### src/rtl/sum_display_pkg.sv
// Shared types and constants for the sum display multiplexer.
//   state_t        : conversion FSM states
//   digit_t        : one 4-bit display digit
//   SEG_BLANK/DASH : fixed segment patterns {g,f,e,d,c,b,a}
//   dabble_adjust  : add-3 correction applied to every BCD nibble >= 5
package sum_display_pkg;

  typedef enum logic [1:0] {
    IDLE  = 2'd0,
    SHIFT = 2'd1,
    DONE  = 2'd2
  } state_t;

  typedef logic [3:0] digit_t;

  localparam logic [6:0] SEG_BLANK = 7'b0000000;
  localparam logic [6:0] SEG_DASH  = 7'b1000000;

  // A 13-bit sum (W=12 max) fits in 4 decimal digits or 4 hex digits.
  localparam int unsigned CONV_DIGITS = 4;
  localparam int unsigned BCD_W       = 4 * CONV_DIGITS;
  localparam int unsigned MAX_DIGITS  = 8;

  function automatic logic [BCD_W-1:0] dabble_adjust(input logic [BCD_W-1:0] bcd);
    logic [BCD_W-1:0] res;
    res = bcd;
    for (int i = 0; i < int'(CONV_DIGITS); i++) begin
      if (bcd[4*i +: 4] >= 4'd5) begin
        res[4*i +: 4] = bcd[4*i +: 4] + 4'd3;
      end
    end
    return res;
  endfunction

endpackage

### src/rtl/seven_seg_decoder.sv
// Combinational hex digit to seven-segment decoder.
//   digit_i : 4-bit digit value 0..F
//   seg_o   : segments {g,f,e,d,c,b,a}, 1 = lit
module seven_seg_decoder
  import sum_display_pkg::*;
(
  input  digit_t     digit_i,
  output logic [6:0] seg_o
);

  always_comb begin
    seg_o = SEG_BLANK;
    case (digit_i)
      4'h0: seg_o = 7'b0111111;
      4'h1: seg_o = 7'b0000110;
      4'h2: seg_o = 7'b1011011;
      4'h3: seg_o = 7'b1001111;
      4'h4: seg_o = 7'b1100110;
      4'h5: seg_o = 7'b1101101;
      4'h6: seg_o = 7'b1111101;
      4'h7: seg_o = 7'b0000111;
      4'h8: seg_o = 7'b1111111;
      4'h9: seg_o = 7'b1101111;
      4'hA: seg_o = 7'b1110111;
      4'hB: seg_o = 7'b1111100;
      4'hC: seg_o = 7'b0111001;
      4'hD: seg_o = 7'b1011110;
      4'hE: seg_o = 7'b1111001;
      4'hF: seg_o = 7'b1110001;
      default: seg_o = SEG_BLANK;
    endcase
  end

endmodule

### src/rtl/sum_display_mux.sv
// Adds two button-entered operands and shows the sum, decimal or hex, on a
// time-multiplexed seven-segment display.
//   clk      : system clock, rising edge
//   rst      : synchronous active-high reset
//   btn_n    : active-low buttons, A = ~btn_n[W-1:0], B = ~btn_n[2W-1:W]
//   mode     : 0 = decimal, 1 = hexadecimal
//   seg      : segment drive {g,f,e,d,c,b,a}, 1 = lit
//   an       : one-hot digit enable, bit 0 = least significant digit
//   busy     : conversion in progress
//   overflow : sum does not fit in DIGITS digits of the current radix
module sum_display_mux
  import sum_display_pkg::*;
#(
  parameter int unsigned W        = 4,
  parameter int unsigned DIGITS   = 4,
  parameter int unsigned SCAN_DIV = 50000,
  parameter int unsigned LZB      = 1
) (
  input  logic              clk,
  input  logic              rst,
  input  logic [2*W-1:0]    btn_n,
  input  logic              mode,
  output logic [6:0]        seg,
  output logic [DIGITS-1:0] an,
  output logic              busy,
  output logic              overflow
);

  localparam int unsigned SUM_W = W + 1;
  localparam int unsigned KEY_W = 2 * W + 1;
  localparam int unsigned SR_W  = BCD_W + SUM_W;
  localparam int unsigned CNT_W = 4;
  localparam int unsigned PRE_W = $clog2(SCAN_DIV);
  localparam int unsigned IDX_W = (DIGITS > 1) ? $clog2(DIGITS) : 1;
  localparam int unsigned SEL_W = $clog2(MAX_DIGITS);

  logic [2*W-1:0] btn_s1_q, btn_s2_q;
  logic           mode_s1_q, mode_s2_q;

  logic [W-1:0]     a_s, b_s;
  logic [SUM_W-1:0] sum;
  logic [KEY_W-1:0] key;

  state_t                      state_q, state_d;
  logic [KEY_W-1:0]            last_q, last_d;
  logic [SR_W-1:0]             sr_q, sr_d, sr_adj;
  logic [CNT_W-1:0]            cnt_q, cnt_d;
  digit_t [MAX_DIGITS-1:0]     disp_q, disp_d;
  logic                        ovf_q, ovf_d;
  logic                        busy_q, busy_d;
  logic [BCD_W-1:0]            conv_word;

  logic [PRE_W-1:0]  presc_q, presc_d;
  logic [IDX_W-1:0]  idx_q, idx_d;
  logic [SEL_W-1:0]  sel;
  logic [MAX_DIGITS-1:0] blank_vec;
  logic              above_zero;
  logic [6:0]        dec_seg;
  logic [6:0]        seg_q, seg_d;
  logic [DIGITS-1:0] an_q, an_d;

  // Two-flop synchronizer; released buttons read as all ones.
  always_ff @(posedge clk) begin
    if (rst) begin
      btn_s1_q  <= '1;
      btn_s2_q  <= '1;
      mode_s1_q <= 1'b0;
      mode_s2_q <= 1'b0;
    end else begin
      btn_s1_q  <= btn_n;
      btn_s2_q  <= btn_s1_q;
      mode_s1_q <= mode;
      mode_s2_q <= mode_s1_q;
    end
  end

  assign a_s = ~btn_s2_q[W-1:0];
  assign b_s = ~btn_s2_q[2*W-1:W];
  assign sum = SUM_W'(a_s) + SUM_W'(b_s);
  assign key = {mode_s2_q, a_s, b_s};

  // Converted digits: BCD from the top of the shift register, hex straight from the sum.
  always_comb begin
    if (last_q[KEY_W-1]) begin
      conv_word = BCD_W'(sr_q[SUM_W-1:0]);
    end else begin
      conv_word = sr_q[SR_W-1 -: BCD_W];
    end
  end

  // Conversion FSM: next state and datapath updates.
  always_comb begin
    state_d = state_q;
    last_d  = last_q;
    sr_d    = sr_q;
    cnt_d   = cnt_q;
    disp_d  = disp_q;
    ovf_d   = ovf_q;
    sr_adj  = {dabble_adjust(sr_q[SR_W-1 -: BCD_W]), sr_q[SUM_W-1:0]};

    case (state_q)
      IDLE: begin
        if (key != last_q) begin
          last_d  = key;
          sr_d    = SR_W'(sum);
          cnt_d   = '0;
          state_d = mode_s2_q ? DONE : SHIFT;
        end
      end
      SHIFT: begin
        sr_d  = {sr_adj[SR_W-2:0], 1'b0};
        cnt_d = cnt_q + CNT_W'(1);
        if (cnt_q == CNT_W'(W)) begin
          state_d = DONE;
        end
      end
      DONE: begin
        // All digits land together; any nonzero digit beyond DIGITS means overflow.
        disp_d = '0;
        ovf_d  = 1'b0;
        for (int i = 0; i < int'(CONV_DIGITS); i++) begin
          if (i < int'(DIGITS)) begin
            disp_d[i] = conv_word[4*i +: 4];
          end else if (conv_word[4*i +: 4] != 4'd0) begin
            ovf_d = 1'b1;
          end
        end
        state_d = IDLE;
      end
      default: state_d = IDLE;
    endcase

    busy_d = (state_d != IDLE);
  end

  // Scan prescaler, digit select, blanking and output decode.
  always_comb begin
    presc_d = presc_q + PRE_W'(1);
    idx_d   = idx_q;
    if (presc_q == PRE_W'(SCAN_DIV - 1)) begin
      presc_d = '0;
      idx_d   = (idx_q == IDX_W'(DIGITS - 1)) ? '0 : idx_q + IDX_W'(1);
    end

    sel = SEL_W'(idx_q);

    // A digit is blanked when it and every digit above it are zero.
    above_zero = 1'b1;
    blank_vec  = '0;
    for (int i = int'(MAX_DIGITS) - 1; i >= 0; i--) begin
      above_zero   = above_zero && (disp_q[i] == 4'd0);
      blank_vec[i] = above_zero && (i != 0) && (LZB != 0);
    end

    if (ovf_q) begin
      seg_d = SEG_DASH;
    end else if (blank_vec[sel]) begin
      seg_d = SEG_BLANK;
    end else begin
      seg_d = dec_seg;
    end
    an_d = DIGITS'(1) << idx_q;
  end

  seven_seg_decoder u_dec (
    .digit_i (disp_q[sel]),
    .seg_o   (dec_seg)
  );

  // State and output registers.
  always_ff @(posedge clk) begin
    if (rst) begin
      state_q <= IDLE;
      last_q  <= '0;
      sr_q    <= '0;
      cnt_q   <= '0;
      disp_q  <= '0;
      ovf_q   <= 1'b0;
      busy_q  <= 1'b0;
      presc_q <= '0;
      idx_q   <= '0;
      seg_q   <= SEG_BLANK;
      an_q    <= '0;
    end else begin
      state_q <= state_d;
      last_q  <= last_d;
      sr_q    <= sr_d;
      cnt_q   <= cnt_d;
      disp_q  <= disp_d;
      ovf_q   <= ovf_d;
      busy_q  <= busy_d;
      presc_q <= presc_d;
      idx_q   <= idx_d;
      seg_q   <= seg_d;
      an_q    <= an_d;
    end
  end

  assign seg      = seg_q;
  assign an       = an_q;
  assign busy     = busy_q;
  assign overflow = ovf_q;

endmodule

### config.mk
export PLATFORM = sky130hd
export DESIGN_NAME = sum_display_mux
export DESIGN_NICKNAME = d
export VERILOG_FILES = /design/src/rtl/sum_display_pkg.sv /design/src/rtl/seven_seg_decoder.sv /design/src/rtl/sum_display_mux.sv
export SDC_FILE = /design/constraint.sdc
export NUM_CORES = 1
export LEC_CHECK = 0
export BUFFER_PORTS_ARGS = -buffer_cell sky130_fd_sc_hd__buf_4
export CAP_MARGIN = 20
export CORE_MARGIN = 1
export CORE_UTILIZATION = 30
export DETAILED_ROUTE_END_ITERATION = 10
export GPL_ROUTABILITY_DRIVEN = 0
export PLACE_DENSITY = 0.47
export SYNTH_ARGS = -nofsm -noshare
export SYNTH_HDL_FRONTEND = slang
export SYNTH_SLANG_ARGS = --single-unit
export TNS_END_PERCENT = 30
### constraint.sdc
create_clock -name clk -period 5.8 [get_ports clk]
set_input_delay 0.58 -clock clk [delete_from_list [all_inputs] [get_ports clk]]
set_output_delay 0.58 -clock clk [all_outputs]
set_load 0.02 [all_outputs]
[Yosys cells after proc, flatten, opt, wreduce, memory -nomap -nowiden]
Memories as Yosys holds them, arrays and structs flattened. A register that Yosys moved wholly into a read port is not among the register bits.
Index checks and enable logic that the tools add are counted.
Widths: inputs -> output; s select.
Word-level totals
  word-level logic and storage cells: 70
  flip-flop bits (word level): 93
  memories kept: 1
  ROM bits: 112
Memory list
  (name not given): words 16, bits a word 7, rd ports 1, clocked after memory_dff 1, wr ports 0, RTL line seven_seg_decoder.sv:13  | case (digit_i)
Operators by class
  reductions and logical operators: 12
  add/subtract/negate cells: 8
  bitwise gates (word level): 2
  shift operators: 1
  equal/unequal tests: 7
  magnitude comparators: 5
  multiplexer cells: 18
Operator list (number)
  $pmux 21 s2: 1
  $mux 21: 1
  $mux 4: 5
  $add 16x1->16 const B: 1
  $eq 16x16->1 const B: 1
  $ge 4x3->1 const B: 4
  $mux 16: 1
  $add 4x2->4 const B: 3
  $logic_not 4->1: 3
  $ne 9x9->1: 1
  $bmux 4 s2: 1
  $mux 2: 4
  $not 4->4: 2
  $pmux 4 s2: 1
  $add 4x4->5: 1
  $add 4x1->4 const B: 1
  $eq 2x2->1 const B: 2
  $eq 4x3->1 const B: 1
  $lt 2x4->1 const B: 1
  $pmux 2 s2: 1
  $reduce_and 2->1: 2
  $reduce_bool 2->1: 2
  $reduce_or 2->1: 2
  $shl 1x2->4 const A: 1
  other kinds (9): 10

[Depth between registers and ports, before layout]
Gate-level depths: netlist of run 1.
  word-level depth: 6
  mapped depth: 9
  mapped depth without buffers: 8

[Hierarchy]
A second synthesis of run 1 with hierarchy kept.
Unflattened totals
  cells, all modules: 515
  area total of the unflattened synthesis: 4688.2 sq um
Modules (own cells, without submodules)
  sum_display_mux: area an instance 4399.2 sq um, times used 1, cells each 482
  seven_seg_decoder: area an instance 289.0 sq um, times used 1, cells each 33

[Worst setup path after synthesis of run 1]
No wires, ideal clock.
  kind: reg2reg
  start point: register idx_q[0]
  end point: register seg_q[3], in the netlist seg[3]
  clock period less this slack: 2.002 ns
  library setup time: 0.119 ns
  stages on the path, launching flop included: 9
  slack: 3.798 ns
  data arrival time: 1.883 ns
  buffers on the path: 1
  path through: dfxtp_1 -> buf_2 -> mux4_2 -> inv_1 -> ha_1 -> mux2i_1 -> nor2_1 -> a31oi_1 -> nor2_1
Between the ends
  word-level cells in the longest chain between the ends: 3
  elaborated cells on any way between the ends: 5
  those cells by class: 4 x mux; 1 x reduce/logical
Ends and longest elaborated chain
  start, declared: RTL line sum_display_mux.sv:54  | logic [IDX_W-1:0] idx_q, idx_d;
  start signal, assigned: RTL line sum_display_mux.sv:193  | idx_q <= idx_d;
  $bmux 1 s2: RTL line sum_display_mux.sv:157  | end else if (blank_vec[sel]) begin
  $mux 1 (implied by the code): RTL line sum_display_mux.sv:157
  $reduce_or 2->1 (no source line)
  end signal, assigned: RTL line sum_display_mux.sv:194  | seg_q <= seg_d;
  end, declared: RTL line sum_display_mux.sv:59  | logic [6:0] seg_q, seg_d;
Parallel ways exist; a longest one is shown, timed or not. The select of a mux whose other input is x is not followed.
A chain may end at the register's enable or synchronous reset.

[Worst setup path in the final report of run 1]
  start point: register last_q[8]
  end point: register sr_q[1]
Between the ends
  word-level cells in the longest chain between the ends: 3
Ends and longest elaborated chain
  start, declared: RTL line sum_display_mux.sv:45  | logic [KEY_W-1:0] last_q, last_d;
  start signal, assigned: RTL line sum_display_mux.sv:186  | last_q <= last_d;
  $ne 9x9->1: RTL line sum_display_mux.sv:103  | if (key != last_q) begin
  $ne 2x2->1 (no source line)
  $reduce_and 2->1 (no source line)
  end signal, assigned: RTL line sum_display_mux.sv:187  | sr_q <= sr_d;
  end, declared: RTL line sum_display_mux.sv:46  | logic [SR_W-1:0] sr_q, sr_d, sr_adj;
No other way between the ends.

==> results.toml, run 1 <==
[status]
outcome = "completed"

[timing]
fin_crit_sh_pct = 41.9
period_needed_ps = 2430
finalHoldViolations = 0
tns_ps = 0
final_max_slew_viol_count = 0
fmax_ghz = 0.412
maxSlewHeadroom_pct = 33.0
fin_ws_ps = 3370
setup_viol = 0
rsz0062_at_grt = "false"
tightest_slew_ps = 1000
skew_ps = 7.70

[clock_network]
cts_sinks = 100
cts.repair.resized = 0
clockRootBuffer = "clkbuf_16"
cts_max_level = 3
clock_latency_ps = 340
clk_path_buf_depth = 2
ctsHoldBuffers = 0
post-cts-setup-buffer-count = 0
cts_tree = "done"
path_clk_slew_ps = 70
cts_buffers = 9

[route]
drt_iter0_markers = 228
drc_errors = 0
wl_mm = 9.18
vias_per_cell = 4.78
avgRoutedWirePerCell_microns = 12.9
ant_nets = 0
drt-pass1-iter-count = 5
num_vias = 3391

[synthesis]
synth_cell_types = 49
netlist_area_sq_um = 4640
seq_area_frac_synth_pct = 43.1
netlist_top_cells_area = "dfxtp_1 (43%), ha_1 (6.2%), nor2_1 (5.2%), xnor2_1 (4.0%), a21oi_1 (3.6%)"
synth_top_area_share_pct = 43.1
ys_warn_count = 0
synth_fp_nets = 548
yosysMostFrequentCell = "dfxtp_1"
synth-edff-count = 0
postSynthAreaPerCell_sq_um = 9.05
ys.flop_type = "dfxtp_1"
yosysTopAreaCell = "dfxtp_1"
synthArstFlopShare_pct = 0
synthTopCellsByCount = "dfxtp_1 (100), nor2_1 (64), a21oi_1 (33)"
syn_inst = 513
synth-seq-cells = 100

[setup_path]
reg2reg_depth = 6
crit_start = "last_q[8]$_SDFFE_PP0P_"
path_max_fanout = 22
worstPathArrival_ps = 2670
required_ps = 6040
worstSetupEndpointType = "flop"
start_kind = "flop"
r2r-end = "sr_q[1]$_SDFFE_PP0P_"
r2r-start = "last_q[8]$_SDFFE_PP0P_"
critPathKind = "flop to flop"
ff2ff_setup_slack_ps = 3370

[hold_path]
hp-start = "btn_s1_q[0]$_SDFF_PP1_"
whs_path_depth = 1
whs_endpoint = "btn_s2_q[0]$_SDFF_PP1_"
hp-class = "flop to flop"

[power]
power_density_nw_per_um2 = 307
p_leak_nw = 1.97
power.ir.vdd_worst_mv = 0.119

[placement]
dpl.hpwl_mm = 6.32
dpl_worst_slack_ps = 3320
io_buffers = 22

[global_route]
grt_pass1_vias = 3235
track_usage_pct = 12.4
grt.overflow.total = 0
grt_pass1_wl_mm = 15.9
antenna_found_initial = 0
grt_max_degree = 83

[die]
start_util_pct = 30.6
num_rows = 45
core_area_sq_um = 15100
die_w_microns = 126
num_io_pins = 24
die_area_sq_um = 16000
die_h_microns = 126

[finish]
final_nets = 555
area_growth_pct = 12.4
fillers = 1527
num_antenna_cells = 0
layout-drive-gt1-share_pct = 13.8

[run]
drv_cap = 0
-- layout by cell type (no fill, tap or decap), drive strengths merged, types with 10 or more instances in the layout --
master	count
nand3	14
buf	24
nand2	29
xnor2	21
dfxtp	100
ha	23
or2	19
nor3	20
inv	28
nand3b	12
xor2	11
nor2	64
a211oi	15
a21oi	33
o21ai	16
clkbuf	10
mux2i	11
-- power by group --
part / switching (mW) / internal (mW)
logic: 0.140 / 0.0956
clock network: 0.243 / 0.370
registers: 0.0300 / 0.725
total: 0.413 / 1.19
-- kinds of logic (layout without fill, tap and decap cells) --
family	count (synthesis)	count (layout)	share of synthesized area [%]
and+or+nand+nor	196	196	21.3
DFF	100	100	43.1
AOI/OAI and AO/OA	89	89	13.0
buffers and inverters	56	65	5.28
xor gates and xnor gates	32	32	6.20
adders and majority gates	24	24	6.63
muxes	15	15	4.31
other	1	1	0.0808
-- how the worst max path moves through the flow --
stage                           end  slack, ps  cells after the start
2_1_floorplan     seg[3]$_SDFF_PP0_       3800                      8
3_3_place_gp   sr_q[1]$_SDFFE_PP0P_       3390                      6
3_5_place_dp   sr_q[1]$_SDFFE_PP0P_       3320                      6
4_1_cts        sr_q[1]$_SDFFE_PP0P_       3300                      6
5_1_grt        sr_q[1]$_SDFFE_PP0P_       3140                      6
6_report       sr_q[1]$_SDFFE_PP0P_       3370                      6
-- metrics by stage --
step	utilization, %	total power [mW]	cell area [sq um]	cells	hold WS (ps)
after floorplan	-	0.957	4640	513	389
after global placement	32.5	1.01	4920	697	392
after detailed placement	32.5	1.01	4920	697	395
after CTS	34.4	1.63	5220	710	408
after global routing	34.4	1.68	5220	710	415
final	34.4	1.60	5220	710	408
-- registers in the layout, summed over array words and instances, names as in the netlist, 7 cells and up --
signal	cells
sr_q	21
disp_q	16
last_q	9
btn_s1_q	8
seg	7
presc_q	16
btn_s2_q	8
-- cell type report --
class	instances	area (sq um)	share of cell area (%)
Multi-Input combinational cell	357	2400	46.0
Sequential cell	100	2000	38.4
Tap cell	188	235	4.51
Clock buffer	10	229	4.39
Timing Repair Buffer	24	180	3.45
Inverter	28	105	2.01
Clock inverter	3	65.1	1.25
-- worst max-delay path: stages (launching register included) --
cell and delay [ps]:
dfxtp_1 730, xor2_2 260, nor4_4 80, a31oi_2 470, buf_4 380, nor3_1 100, a2111oi_2 320
-- layer usage --
layer | wire [microns] | up-vias | GRT usage (%)
met1 | 4820 | 1587 | 17.0
met5 | 0 | - | 0
met4 | 165 | 0 | 6.31
met2 | 4020 | 38 | 18.9
met3 | 180 | 10 | 2.02
li1 | - | 1756 | -
(Power assumes the default switching activity.)
==> inputs of run 2 (changes only) <==
--- a/config.mk
+++ b/config.mk
@@ -5,13 +5,14 @@
 export SDC_FILE = /design/constraint.sdc
 export NUM_CORES = 1
 export LEC_CHECK = 0
+export ABC_AREA = 1
 export BUFFER_PORTS_ARGS = -buffer_cell sky130_fd_sc_hd__buf_4
 export CAP_MARGIN = 20
 export CORE_MARGIN = 1
 export CORE_UTILIZATION = 30
 export DETAILED_ROUTE_END_ITERATION = 10
 export GPL_ROUTABILITY_DRIVEN = 0
-export PLACE_DENSITY = 0.47
+export PLACE_DENSITY = 0.48
 export SYNTH_ARGS = -nofsm -noshare
 export SYNTH_HDL_FRONTEND = slang
 export SYNTH_SLANG_ARGS = --single-unit
==> constraint.sdc (replaced) <==
create_clock -name clk -period 2.2 [get_ports clk]
set_input_delay 0.22 -clock clk [delete_from_list [all_inputs] [get_ports clk]]
set_output_delay 0.22 -clock clk [all_outputs]
set_load 0.02 [all_outputs]
==> run 2 against run 1 <==
  * First-iteration DRC count decreased by 31%
  * Flip-flop and latch count unchanged
  * Setup slack lost 3000 ps
  * Die area is 5.9% higher
  * Critical endpoint is now seg[0]$_SDFF_PP0_
  * Cell count is 25% higher
  * Largest cell class unchanged
  * Highest routed layer unchanged
  * Via count rose by 20%
  * Critical path type unchanged
==> results.toml, run 2 <==
[route]
num_vias = 4071
wl_mm = 10.1
ant_nets = 0
drc_errors = 0
drt-pass1-iter-count = 4
drt_iter0_markers = 157
vias_per_cell = 4.61
avgRoutedWirePerCell_microns = 11.5

[clock_network]
ctsHoldBuffers = 0
cts_buffers = 9
post-cts-setup-buffer-count = 0
path_clk_slew_ps = 80
clock_latency_ps = 360
cts_tree = "done"
clockRootBuffer = "clkbuf_16"
cts_max_level = 3
cts.repair.resized = 0
cts_sinks = 100
clk_path_buf_depth = 2

[synthesis]
synthAdderAreaFrac_pct = 6.25
ys.flop_type = "dfxtp_1"
synth_compound_area_share_pct = 13.7
ys_warn_count = 0
synth_fp_nets = 682
synth_top_area_share_pct = 40.7
yosysTopAreaCell = "dfxtp_1"
seq_area_frac_synth_pct = 40.7
synth-seq-cells = 100
netlist_area_sq_um = 4920
netlist_top_cells_area = "dfxtp_1 (41%), nand2_1 (8.8%), a21oi_1 (8.5%), ha_1 (5.8%), inv_1 (4.9%)"
synth-edff-count = 0
synthArstFlopShare_pct = 0
syn_inst = 647
synth_cell_types = 40
synthTopCellsByCount = "nand2_1 (115), dfxtp_1 (100), a21oi_1 (84)"
yosys-mux-area-fraction_pct = 0
synth_simple_gate_area_share_pct = 29.2
yosysMostFrequentCell = "nand2_1"
synth_top_family_by_area = "simple AND/OR/NAND/NOR gates"
postSynthAreaPerCell_sq_um = 7.61
synthXorXnorAreaFrac_pct = 0.890

[power]
p_int_mw = 2.86
power_density_nw_per_um2 = 721
p_sw_share_pct = 28.7
clkPwrFrac_pct = 38.9
power.ir.vdd_worst_mv = 0.386
p_leak_nw = 2.24
switchingPower_mw = 1.15
pwr-share-seq_pct = 48.0
combPwrFrac_pct = 13.2

[die]
start_util_pct = 30.9
die_w_microns = 130
num_rows = 46
die_h_microns = 130
num_io_pins = 24
core_area_sq_um = 15900
die_area_sq_um = 16900

[timing]
rsz0062_at_grt = "false"
skew_ps = 10.7
finalHoldViolations = 0
fmax_ghz = 0.538
tightest_slew_ps = 822
fin_crit_sh_pct = 84.4
maxSlewHeadroom_pct = 45.1
setup_viol = 0
period_needed_ps = 1860
tns_ps = 0
holdWs_ps = 38.3
final_max_slew_viol_count = 0
fin_ws_ps = 343

[setup_path]
start_kind = "flop"
critPathKind = "flop to flop"
path_max_fanout = 9
worstPathArrival_ps = 2100
critPathSlowestCell = "dfxtp_1"
cpPeakStageDelay_ps = 470
required_ps = 2440
crit_chain = "inv_2 -> nor2_1 -> nor2_1 -> o21ai_0 -> nand2_1 -> inv_1 -> ha_1 -> inv_1 -> o21ai_1 -> inv_2 -> nand2_1 -> a21oi_1"
worstSetupEndpointType = "flop"

[global_route]
grt_pass1_vias = 3898
track_usage_pct = 13.3
grt.overflow.total = 0
grt_max_degree = 40
antenna_found_initial = 0
grt_pass1_wl_mm = 17.7

[finish]
largest_register_ffs = 21
final_nets = 698
final_cell_mix = "nand2_1 (115), dfxtp_1 (100), a21oi_1 (84), inv_1 (64), nor2_1 (50)"
final_design_area_no_fill_sq_um = 5570
regMostFlops = "sr_q"
fillers = 1704
layout-drive-gt1-share_pct = 17.4
area_growth_pct = 13.1
largest_registers = "sr_q x21, disp_q x16, presc_q x16"
num_antenna_cells = 0
final_common_cell = "nand2_1"

[status]
outcome = "completed"

[placement]
post_dp_cell_area_sq_um = 5280
io_buffers = 22
dpl_worst_slack_ps = 347
dpl.hpwl_mm = 7.11

[run]
drv_cap = 0

[hold_path]
hp-class = "primary input to flop"
==> run 2: routing by layer <==
layer | share of wire, % | vias to the layer above | global-route usage [%]
met5 | 0 | - | 0
li1 | - | 2136 | -
met2 | 47 | 35 | 22.1
met3 | 2.5 | 15 | 3.28
met4 | 2.0 | 0 | 6.16
met1 | 49 | 1885 | 16.2
==> run 2: per-stage QoR <==
stage | util (%) | instances | total power, mW
floorplan | - | 647 | 2.37
global placement | 33.1 | 868 | 2.50
detailed placement | 33.1 | 868 | 2.50
CTS | 34.9 | 884 | 4.08
global route | 34.9 | 884 | 4.23
finish | 34.9 | 884 | 4.01
==> run 2: kinds of logic after synthesis <==
family                     Yosys count
buffers and inverters              107
other                                1
and+or+nand+nor                    284
xor gates and xnor gates             5
adders and majority gates           24
AOI/OAI and AO/OA                  126
DFF                                100
==> run 2: power groups by stage <==
stage / Sequential [mW] / Combinational, mW / Clock, mW
after floorplan: 1.97 / 0.396 / 0
after global placement: 1.96 / 0.531 / 0
after detailed placement: 1.97 / 0.533 / 0
after CTS: 1.92 / 0.535 / 1.63
after global routing: 1.93 / 0.595 / 1.70
final: 1.92 / 0.529 / 1.56
==> run 2: cell type report <==
cell class,instances,area [sq um],share of cell area [%]
well taps,216,270,4.86
clock inverters,5,45.0,0.809
multi-input cells,440,2460,44.3
clock buffers,11,243,4.36
repair buffers,32,240,4.32
inverters,80,300,5.40
flip-flops and latches,100,2000,36.0
==> run 2: worst paths after layout <==
| kind | from | endpoint | slack, ps | cells after the start |
|---|---|---|---|---|
| min reg2reg | btn_s1_q[2]$_SDFF_PP1_ | btn_s2_q[2]$_SDFF_PP1_ | 410 | 1 |
| min | btn_n[1] | btn_s1_q[1]$_SDFF_PP1_ | 40 | 2 |
| max reg2reg | idx_q[0]$_SDFFE_PP0P_ | seg[0]$_SDFF_PP0_ | 340 | 12 |
| max | idx_q[0]$_SDFFE_PP0P_ | seg[0]$_SDFF_PP0_ | 340 | 12 |
==> run 2: critical path: cells and delay by family (launching register included) <==
kind,cells,cell delay [ps]
fa+ha+maj,1,210
flops,1,470
compound gates,3,320
simple gates,4,390
buf+inv,4,370
==> inputs of run 3 (changes only) <==
==> constraint.sdc (replaced) <==
create_clock -name clk -period 1.6 [get_ports clk]
set_input_delay 0.16 -clock clk [delete_from_list [all_inputs] [get_ports clk]]
set_output_delay 0.16 -clock clk [all_outputs]
set_load 0.02 [all_outputs]
==> run 3 against run 2 <==
  * Flip-flop and latch count did not move
  * Clock skew fell by 3.7 ps
  * Total power rose by 39%
  * Combinational power rose by 64%
  * Critical path depth fell by 2
  * Design area rose by 9.1%
  * Utilization rose by 3.2 points
  * First-iteration DRC count fell by 11%
  * Die area did not move
  * Clock-buffer cell count fell by 1
  * Via count rose by 3.1%
  * Critical endpoint is now seg[5]$_SDFF_PP0_
  * Highest routed layer unchanged
==> results.toml, run 3 (synthesis results as in run 2) <==
[clock_network]
cts_max_level = 3
clock_latency_ps = 350
cts_buffers = 9
cts_tree = "done"
clockRootBuffer = "clkbuf_16"
path_clk_slew_ps = 70
clk_path_buf_depth = 2
cts_sinks = 100

[setup_path]
start_kind = "flop"
critPathKind = "flop to flop"
required_ps = 1840
reg2reg_depth = 10
path_max_fanout = 6
worstPathArrival_ps = 1810
worstSetupEndpointType = "flop"

[placement]
io_buffers = 22
dpl.hpwl_mm = 7.60
dp.cells = 890

[timing]
tns_ps = 0
fmax_ghz = 0.637
finalHoldViolations = 0
fin_crit_sh_pct = 98.2
period_needed_ps = 1570
final_max_slew_viol_count = 0
setup_viol = 0
rsz0062_at_grt = "true"
skew_ps = 6.92

[finish]
finalNonFillerCells = 920
final_cell_mix = "nand2_1 (108), dfxtp_1 (91), a21oi_1 (81), inv_1 (61), buf_4 (55)"
final_common_cell = "nand2_1"
largest_registers = "sr_q x21, disp_q x16, presc_q x16"
regMostFlops = "sr_q"
largest_register_ffs = 21
area_growth_pct = 23.4
num_antenna_cells = 0
layout-drive-gt1-share_pct = 25.6
final_nets = 735

[power]
power.ir.vdd_worst_mv = 0.521
power_density_nw_per_um2 = 920
p_leak_nw = 2.44

[route]
vias_per_cell = 4.56
avgRoutedWirePerCell_microns = 11.7
drc_errors = 0
drt_iter0_markers = 139
wl_mm = 10.7
drt-pass1-iter-count = 4
num_vias = 4199
ant_nets = 0

[die]
core_area_sq_um = 15900
start_util_pct = 30.9
num_rows = 46
die_h_microns = 130
die_w_microns = 130
num_io_pins = 24
die_area_sq_um = 16900

[run]
drv_cap = 0

[hold_path]
hp-class = "primary input to flop"
whs_path_depth = 3

[global_route]
antenna_found_initial = 0
grt.overflow.total = 0
grt_pass1_vias = 4026
grt_pass1_wl_mm = 18.4
grt_max_degree = 36
track_usage_pct = 13.7

[status]
outcome = "completed"
-- run 3: cell count changes in the layout (fill, tap and decap cells not counted), moves of 3 or more --
cell           delta
inv_1             -3
ha_4              +5
dfxtp_1           -9
buf_12            +3
buf_4            +23
dfxtp_2           +8
dlygate4sd3_1     +8
nand2_1           -7
nand2_2           +6
ha_1              -7
buf_6             +3
a21oi_1           -3
-- run 3: worst paths after layout --
path / slack [ps] / to / from
max: 30 / seg[5]$_SDFF_PP0_ / idx_q[0]$_SDFFE_PP0P_
min: 10 / mode_s1_q$_SDFF_PP0_ / mode
max reg2reg: 30 / seg[5]$_SDFF_PP0_ / idx_q[0]$_SDFFE_PP0P_
min reg2reg: 410 / btn_s2_q[0]$_SDFF_PP1_ / btn_s1_q[0]$_SDFF_PP1_
-- run 3: through the flow --
step | util, % | power [mW] | setup WS [ps] | hold slack (ps) | cell area (sq um)
2_1_floorplan | - | 3.25 | 31.7 | 264 | 4930
3_3_place_gp | 34.4 | 3.51 | -7.25 | 345 | 5490
3_5_place_dp | 34.4 | 3.52 | -54.9 | 347 | 5490
4_1_cts | 37.3 | 5.65 | -2.07 | 10.7 | 5950
5_1_grt | 38.1 | 5.86 | -70.7 | 21.7 | 6070
6_report | 38.1 | 5.58 | 29.4 | 14.0 | 6070
-- run 3: what timing repair did --
item                       in CTS  in global routing
cloned                          0                  0
hold endpoints to repair        8                  0
pin swaps                      13                 14
setup endpoints to repair      12                 32
hold buffers                    8                  0
buffers inserted                3                  4
gates resized for setup        21                 27
-- run 3: worst max-delay path, cell delays in order, from the launching register on --
cell	delay, ps
dfxtp_4	390
buf_6	140
nand2_4	50
a32oi_4	230
inv_2	120
buf_6	140
ha_2	160
nand2_1	60
nand2_1	50
nand2_1	60
a21oi_1	60
-- run 3: cell type report --
type,instances,area (sq um)
fill,1658,9870
clock inverter,5,37.5
sequential,100,2020
clock buffer,10,239
timing repair buffer,69,587
inverter,80,305
multi-input combinational,440,2620
tap,216,270
-- run 3: where the power goes --
part / switching, mW / internal (mW) / total (mW)
combinational: 0.537 / 0.332 / 0.870
sequential: 0.0545 / 2.58 / 2.64
clock: 0.982 / 1.09 / 2.08
total: 1.57 / 4.01 / 5.58
-- run 3: layer usage --
metal / global-route usage (%) / routed length (microns)
met4: 5.54 / 183
met3: 2.46 / 213
met1: 16.3 / 5090
met5: 0 / 0
met2: 24.3 / 5250
